## src/rtl/clip_controller_pkg.sv

```systemverilog
// Shared types and defaults for the clip record/playback controller.
package clip_pkg;

    typedef enum logic [1:0] {
        IDLE = 2'd0,
        REC  = 2'd1,
        PLAY = 2'd2
    } state_t;

    localparam int SAMPLE_W_DEF = 8;
    localparam int ADDR_W_DEF   = 12;

    // Samples held per clip for a given per-clip address width.
    function automatic int clipDepth(input int addrW);
        return 1 << addrW;
    endfunction

endpackage

```

## src/rtl/clip_controller_action_edge_detect.sv

```systemverilog
// Registered rising-edge detector for a synchronized button level.
module action_edge_detect #(
    parameter logic RESET_VAL = 1'b1
) (
    input  logic clock,
    input  logic reset,
    input  logic level,
    output logic rise
);

    logic levelPrev;

    // Previous-level register; the reset value decides whether a level held high out of reset reads as a rise
    always_ff @(posedge clock) begin
        if (reset) begin
            levelPrev <= RESET_VAL;
        end else begin
            levelPrev <= level;
        end
    end

    assign rise = level & ~levelPrev;

endmodule

```

## src/rtl/clip_controller.sv

```systemverilog
// Record/playback session controller for two clips sharing one sample memory.
module clip_controller
    import clip_pkg::*;
#(
    parameter int SAMPLE_W = SAMPLE_W_DEF,
    parameter int ADDR_W   = ADDR_W_DEF
) (
    input  logic                clock,
    input  logic                reset,
    input  logic                actionSync,
    input  logic                clipNumSync,
    input  logic                playOrRecordSync,
    input  logic                resetButtonSync,
    input  logic                sampleTick,
    input  logic [SAMPLE_W-1:0] micSample,
    output logic [ADDR_W:0]     memAddr,
    output logic                memWrEn,
    output logic [SAMPLE_W-1:0] memWrData,
    output logic                memRdEn,
    input  logic [SAMPLE_W-1:0] memRdData,
    output logic [SAMPLE_W-1:0] spkSample,
    output logic                spkValid,
    output logic                recording,
    output logic                playing
);

    localparam int              CLIP_DEPTH = clipDepth(ADDR_W);
    localparam logic [ADDR_W-1:0] LAST_PTR = ADDR_W'(CLIP_DEPTH - 1);

    state_t            state;
    logic              clip;
    logic [ADDR_W-1:0] pointer;
    logic [ADDR_W:0]   len [2];
    logic              press;
    logic              erase;
    logic              lastRead;
    logic              rdPending_p1;

    // An action level held through reset must not look like a fresh press.
    action_edge_detect #(
        .RESET_VAL(1'b1)
    ) u_actionEdge (
        .clock (clock),
        .reset (reset),
        .level (actionSync),
        .rise  (press)
    );

    assign erase    = resetButtonSync;
    assign lastRead = ({1'b0, pointer} == (len[clip] - 1'b1));

    // Session FSM: clip/pointer bookkeeping, clip lengths and the registered memory strobes
    always_ff @(posedge clock) begin
        if (reset) begin
            state     <= IDLE;
            clip      <= 1'b0;
            pointer   <= '0;
            len[0]    <= '0;
            len[1]    <= '0;
            memWrEn   <= 1'b0;
            memRdEn   <= 1'b0;
            memAddr   <= '0;
            memWrData <= '0;
        end else begin
            memWrEn <= 1'b0;
            memRdEn <= 1'b0;
            if (erase) begin
                state  <= IDLE;
                len[0] <= '0;
                len[1] <= '0;
            end else begin
                unique case (state)
                    IDLE: begin
                        if (press) begin
                            if (playOrRecordSync) begin
                                state            <= REC;
                                clip             <= clipNumSync;
                                pointer          <= '0;
                                len[clipNumSync] <= '0;
                            end else if (len[clipNumSync] != '0) begin
                                state   <= PLAY;
                                clip    <= clipNumSync;
                                pointer <= '0;
                            end
                        end
                    end
                    REC: begin
                        // A tick coinciding with the stopping press is still written.
                        if (sampleTick) begin
                            memWrEn   <= 1'b1;
                            memAddr   <= {clip, pointer};
                            memWrData <= micSample;
                            len[clip] <= {1'b0, pointer} + 1'b1;
                            if (pointer == LAST_PTR) begin
                                state <= IDLE;
                            end else begin
                                pointer <= pointer + 1'b1;
                            end
                        end
                        if (press) begin
                            state <= IDLE;
                        end
                    end
                    PLAY: begin
                        if (sampleTick) begin
                            memRdEn <= 1'b1;
                            memAddr <= {clip, pointer};
                            pointer <= pointer + 1'b1;
                            if (lastRead) begin
                                state <= IDLE;
                            end
                        end
                        if (press) begin
                            state <= IDLE;
                        end
                    end
                    default: state <= IDLE;
                endcase
            end
        end
    end

    // Read return: p1 marks memRdData valid this cycle, then the sample lands on the speaker; erase kills both
    always_ff @(posedge clock) begin
        if (reset) begin
            rdPending_p1 <= 1'b0;
            spkValid     <= 1'b0;
            spkSample    <= '0;
        end else begin
            rdPending_p1 <= memRdEn & ~erase;
            spkValid     <= rdPending_p1 & ~erase;
            if (rdPending_p1 && !erase) begin
                spkSample <= memRdData;
            end
        end
    end

    assign recording = (state == REC);
    assign playing   = (state == PLAY);

endmodule

```

## config.mk

```make
export PLATFORM = sky130hd
export DESIGN_NAME = clip_controller
export DESIGN_NICKNAME = d
export VERILOG_FILES = /design/src/rtl/clip_controller_pkg.sv /design/src/rtl/clip_controller_action_edge_detect.sv /design/src/rtl/clip_controller.sv
export SDC_FILE = /design/constraint.sdc
export NUM_CORES = 1
export LEC_CHECK = 0
export CORE_MARGIN = 4
export CORE_UTILIZATION = 40
export DETAILED_ROUTE_END_ITERATION = 8
export PLACE_DENSITY = 0.73
export REMOVE_ABC_BUFFERS = 1
export SLEW_MARGIN = 20
export SYNTH_ARGS = -nofsm -noshare
export SYNTH_HDL_FRONTEND = slang
export SYNTH_SLANG_ARGS = --single-unit
```

## constraint.sdc

```tcl
create_clock -name clock -period 3.5 [get_ports clock]
set_input_delay 0.875 -clock clock [delete_from_list [all_inputs] [get_ports clock]]
set_output_delay 0.875 -clock clock [all_outputs]
set_load 0.03 [all_outputs]
```

# Word level (Yosys, flattened, before mapping)
# Memory sizes are Yosys's and may differ from the RTL's. A register that Yosys moved wholly into a read port is not among the register bits.
# Cells that the tools add are included.
# totals
in_bits	23
wordCells	97
mem_count	1
mem_bits_rw	26
output_inout_bits	34
register_bits	49
# memory_table
name	words	word_bits	read_ports	rd_ports_with_merged_regs	wr	line	text
len	2	13	2	1	2	clip_controller.sv:33	logic [ADDR_W:0] len [2];
# op_classes
add_sub_neg	3
bitwise	8
n_mux	45
n_eq_ne	13
n_reduce_logical	16
# ops
cell	count
2-to-1 mux 12 bit	6
2-to-1 mux 13 bit	4
case mux 12 bit (3 select lines)	1
OR reduction 13 bit	2
2-to-1 mux 1 bit	24
2-to-1 mux 2 bit	9
adder 12 x 1 -> 13 bit, second input constant	1
== test 12 x 13 -> 1 bit	1
nonzero test 13 bit	1
subtractor 13 x 1 -> 13 bit, second input constant	1
adder 12 x 1 -> 12 bit, second input constant	1
== test 12 bit, second input constant	1
inequality test 2 bit, second input constant	4
AND reduction 7 bit	1
inequality test 3 x 1 -> 1 bit, second input constant	2
inequality test 3 x 2 -> 1 bit, second input constant	2
case mux 2 bit (3 select lines)	1
AND reduction 3 bit	2
AND reduction 6 bit	1
AND reduction 4 bit	1
OR reduction 2 bit	2
bitwise AND 1 bit	3
inequality test 3 bit, second input constant	1
inverter 1 bit	3
9 further kinds	10

# Logic depth before layout (Yosys ltp)
# logic_depth
ltp_word	10
mapped_depth	11
ltp_nobuf	9

# Hierarchy
# Synthesis repeated with hierarchy kept, for this count alone.
# unflattened
hier_cells	434
hier_area_um2	3844.9
# modules_own_cells
module	area_each_um2	seq_area_each_um2	n_inst	cells_each
clip_controller	3812.4	1761.7	1	431
action_edge_detect	32.5	20.0	1	3

# Worst setup path before layout
# No wires, ideal clock.
# synth_path
path_type	register -> register
startpoint	register with a tool-made name
endpoint	register state[0]
path_stages_with_launch	12
setup_slack_ns	0.743
setup_ns	0.120
t_arrival_ns	2.637
t_required_ns	3.380
n_path_buf	2
synth_period_minus_slack_ns	2.757
path_cell_list	dfxtp_1 > buf_6 > buf_2 > mux2i_1 > ha_1 > nor4b_1 > o22ai_1 > nor4_2 > xnor2_1 > nor3_1 > a31oi_1 > a211o_1
# synth_lines
item	line	text
end signal, assigned	clip_controller.sv:55	state <= IDLE;
end signal, assigned	clip_controller.sv:68	state <= IDLE;
end signal, assigned	clip_controller.sv:76	state <= REC;
end, declared	clip_controller.sv:30	state_t state;

==> results_dict.tcl <==
set metrics [dict create \
    status "finished clean" \
    grt-ovfl-total 0 \
    synth_seq_area_share_pct 47.4 \
    clockBufferDepth 2 \
    worst_r2r_path_depth 9 \
    wl_um 9130 \
    cts_resized 0 \
    grt.total_usage_pct 16.9 \
    postSynthCellCount 416 \
    diodes 0 \
    ant_nets 0 \
    max_cap_violations 0 \
    min_path_type "flop to flop" \
    pin_count 57 \
    viasPerCell 5.39 \
    worst_slew_pin_slew_ns 0.977 \
    fmax_mhz 328 \
    syn_avg_cell_area_um2 9.04 \
    startpoint_type "flop" \
    path_clk_slew_ns 0.08 \
    final_common_cell "nand2_1" \
    r2r_setup_slack_ns 0.45 \
    nNetsFinal 495 \
    grt_max_degree 44 \
    dp.cells 566 \
    worstPathArrival_ns 3.28 \
    p_int_w 0.00128 \
    grt_pass1_wl_um 15200 \
    drc_errors 0 \
    reg2reg_to "state[0]" \
    power_density_mw_per_mm2 368 \
    skew_ns 0.00848 \
    gp_congestion 0.851 \
    max_slew_margin_pct 34.9 \
    clock_latency_ns 0.34 \
    wl_per_cell_um 15.7 \
    cp.required_ns 3.73 \
    rsz0062_at_grt "false" \
    synth_edf_count 26 \
    report.final.slew_viol_count 0 \
    power_switching_w 0.000402 \
    core_mm2 0.00920 \
    fin_crit_ns 3.05 \
    cts.sinks 76 \
    post_cts_buffers 0 \
    die_x_um 105 \
    root_buffer "clkbuf_8" \
    ys_ff_latch 76 \
    syn_area_mm2 0.00376 \
    rows 35 \
    vias 3137 \
    path_max_fanout 4 \
    synth_cell_types 46 \
    hold_violations 0 \
    cts_buffers 9 \
    min_period_over_period_pct 87.2 \
    drt-initial-drc-count 241 \
    hpwl_um 6710 \
    drive_gt1_share_pct 6.79 \
    grt_pass1_vias 3127 \
    irDropWorstVdd_mv 0.209 \
    finalCoreUtilization_pct 49.8 \
    final_cell_mix "nand2_1, clkdlybuf4s50_1, nor2_1, dfxtp_1, a21oi_1" \
    synth_async_sr_flop_share_pct 0 \
    total_power_w 0.00169 \
    ys_warn_count 0 \
    io_buffer_count 56 \
    synthToLayoutAreaGrowth_pct 21.9 \
    power_frac_comb_pct 8.2 \
    critical_path_class "flop to flop" \
    tns_ns 0 \
    dieArea_mm2 0.0110 \
    htree_levels 3 \
    start_util_pct 40.9 \
    finalSetupViolations 0 \
    antenna_found_initial 0 \
    crit_path_end_kind "flop" \
    switching_share_pct 23.8 \
    cts_tree "yes" \
    p_leak_nw 1.56 \
    fin_cells 582 \
    endpoint "state[0]" \
    ys.flop_type "dfxtp_1" \
    seq_power_share_pct 55.7 \
    drtPass1Iterations 4 \
    hold_depth 1 \
    clkPwrFrac_pct 36.1 \
    die_h_um 105 \
    hold_buffers 0 \
]
layout make-up:
cell class	instances	area, µm²
multi-input combinational	310	1840
clock inverter	4	23.8
sequential	76	1780
timing repair buffer	64	621
tap	111	139
clock buffer	12	155
fill	888	4610
inverter	5	18.8
worst min-delay path by stage:
| stage | from | to | slack [ns] |
|---|---|---|---|
| 5_1_grt | memRdEn | rdPending_p1 | 0.48 |
| 3_5_place_dp | rdPending_p1 | spkValid | 0.43 |
| 4_1_cts | rdPending_p1 | spkValid | 0.45 |
| 3_3_place_gp | rdPending_p1 | spkValid | 0.43 |
| 6_report | rdPending_p1 | spkValid | 0.45 |
| 2_1_floorplan | rdPending_p1 | spkValid | 0.42 |
sequential cells by signal, indices dropped and copies added, names as in the netlist, named ones only:
signal	count
clip	1
pointer	12
rdPending_p1	1
memRdEn	1
spkSample	8
memWrEn	1
memWrData	8
len	26
memAddr	13
spkValid	1
state	2
u_actionEdge.levelPrev	1
metal layers:
layer / vias to the layer above / GRT usage, % / part of all wire [%]
met2: 94 / 27.4 / 48
met5: - / 0 / 0
met1: 1494 / 22.9 / 45
li1: 1538 / - / -
met4: 0 / 7.12 / 1.7
met3: 11 / 2.10 / 4.6
cell usage after synthesis (all sizes together) (2+ instances only):
cell | number | area share, %
nor4b | 3 | 0.87
and3 | 6 | 1.0
nor2 | 51 | 5.1
nor3b | 3 | 0.60
a31oi | 2 | 0.33
nor4 | 6 | 1.6
nand4 | 4 | 0.67
inv | 5 | 0.50
mux2 | 2 | 0.60
nor2b | 4 | 0.67
buf | 6 | 1.1
o21ai | 8 | 1.1
clkbuf | 19 | 1.9
edfxtp | 26 | 21
a2bb2oi | 2 | 0.47
or2 | 3 | 0.50
xor2 | 13 | 3.0
nand2 | 62 | 6.2
nand2b | 3 | 0.50
and2 | 8 | 1.3
nand3 | 11 | 1.5
mux2i | 22 | 5.9
nand3b | 7 | 1.4
dfxtp | 50 | 27
ha | 6 | 2.0
xnor2 | 15 | 3.5
nor3 | 14 | 1.9
nand4b | 2 | 0.47
a21oi | 41 | 5.5
critical path: stages (launching register included):
cell and delay [ns]:
dfxtp_1 0.46, mux2i_1 0.32, ha_1 0.28, nor4b_1 0.50, o22ai_1 0.24, nor4_2 0.34
xnor2_1 0.10, nor3_1 0.18, a31oi_1 0.18, a211o_1 0.33
cell families (layout without fill, tap and decap cells):
logic type	Yosys count	count (layout)	share of synthesized area (%)
mux	24	24	6.46
fa+ha+maj	6	6	2.00
flops	76	76	47.4
compound gates	61	61	8.99
simple gates	191	191	25.1
buf+inv	30	85	3.53
xor+xnor	28	28	6.52
power by group through the flow:
stage / Sequential [W] / Combinational (W) / Clock [W]
final: 0.000939 / 0.000138 / 0.000608
after global routing: 0.000941 / 0.000151 / 0.000660
after detailed placement: 0.000959 / 0.000138 / 0
after floorplan: 0.000957 / 0.0000751 / 0
after global placement: 0.000958 / 0.000134 / 0
after CTS: 0.000938 / 0.000138 / 0.000618
metrics by stage:
step	worst slack (ns)	area, µm²	hold slack, ns
after floorplan	0.404	3640	0.421
after detailed placement	0.209	4400	0.432
after global placement	0.302	4400	0.435
after CTS	0.490	4580	0.454
final	0.450	4580	0.451
after global routing	0.227	4580	0.478
(Power assumes the default switching activity.)
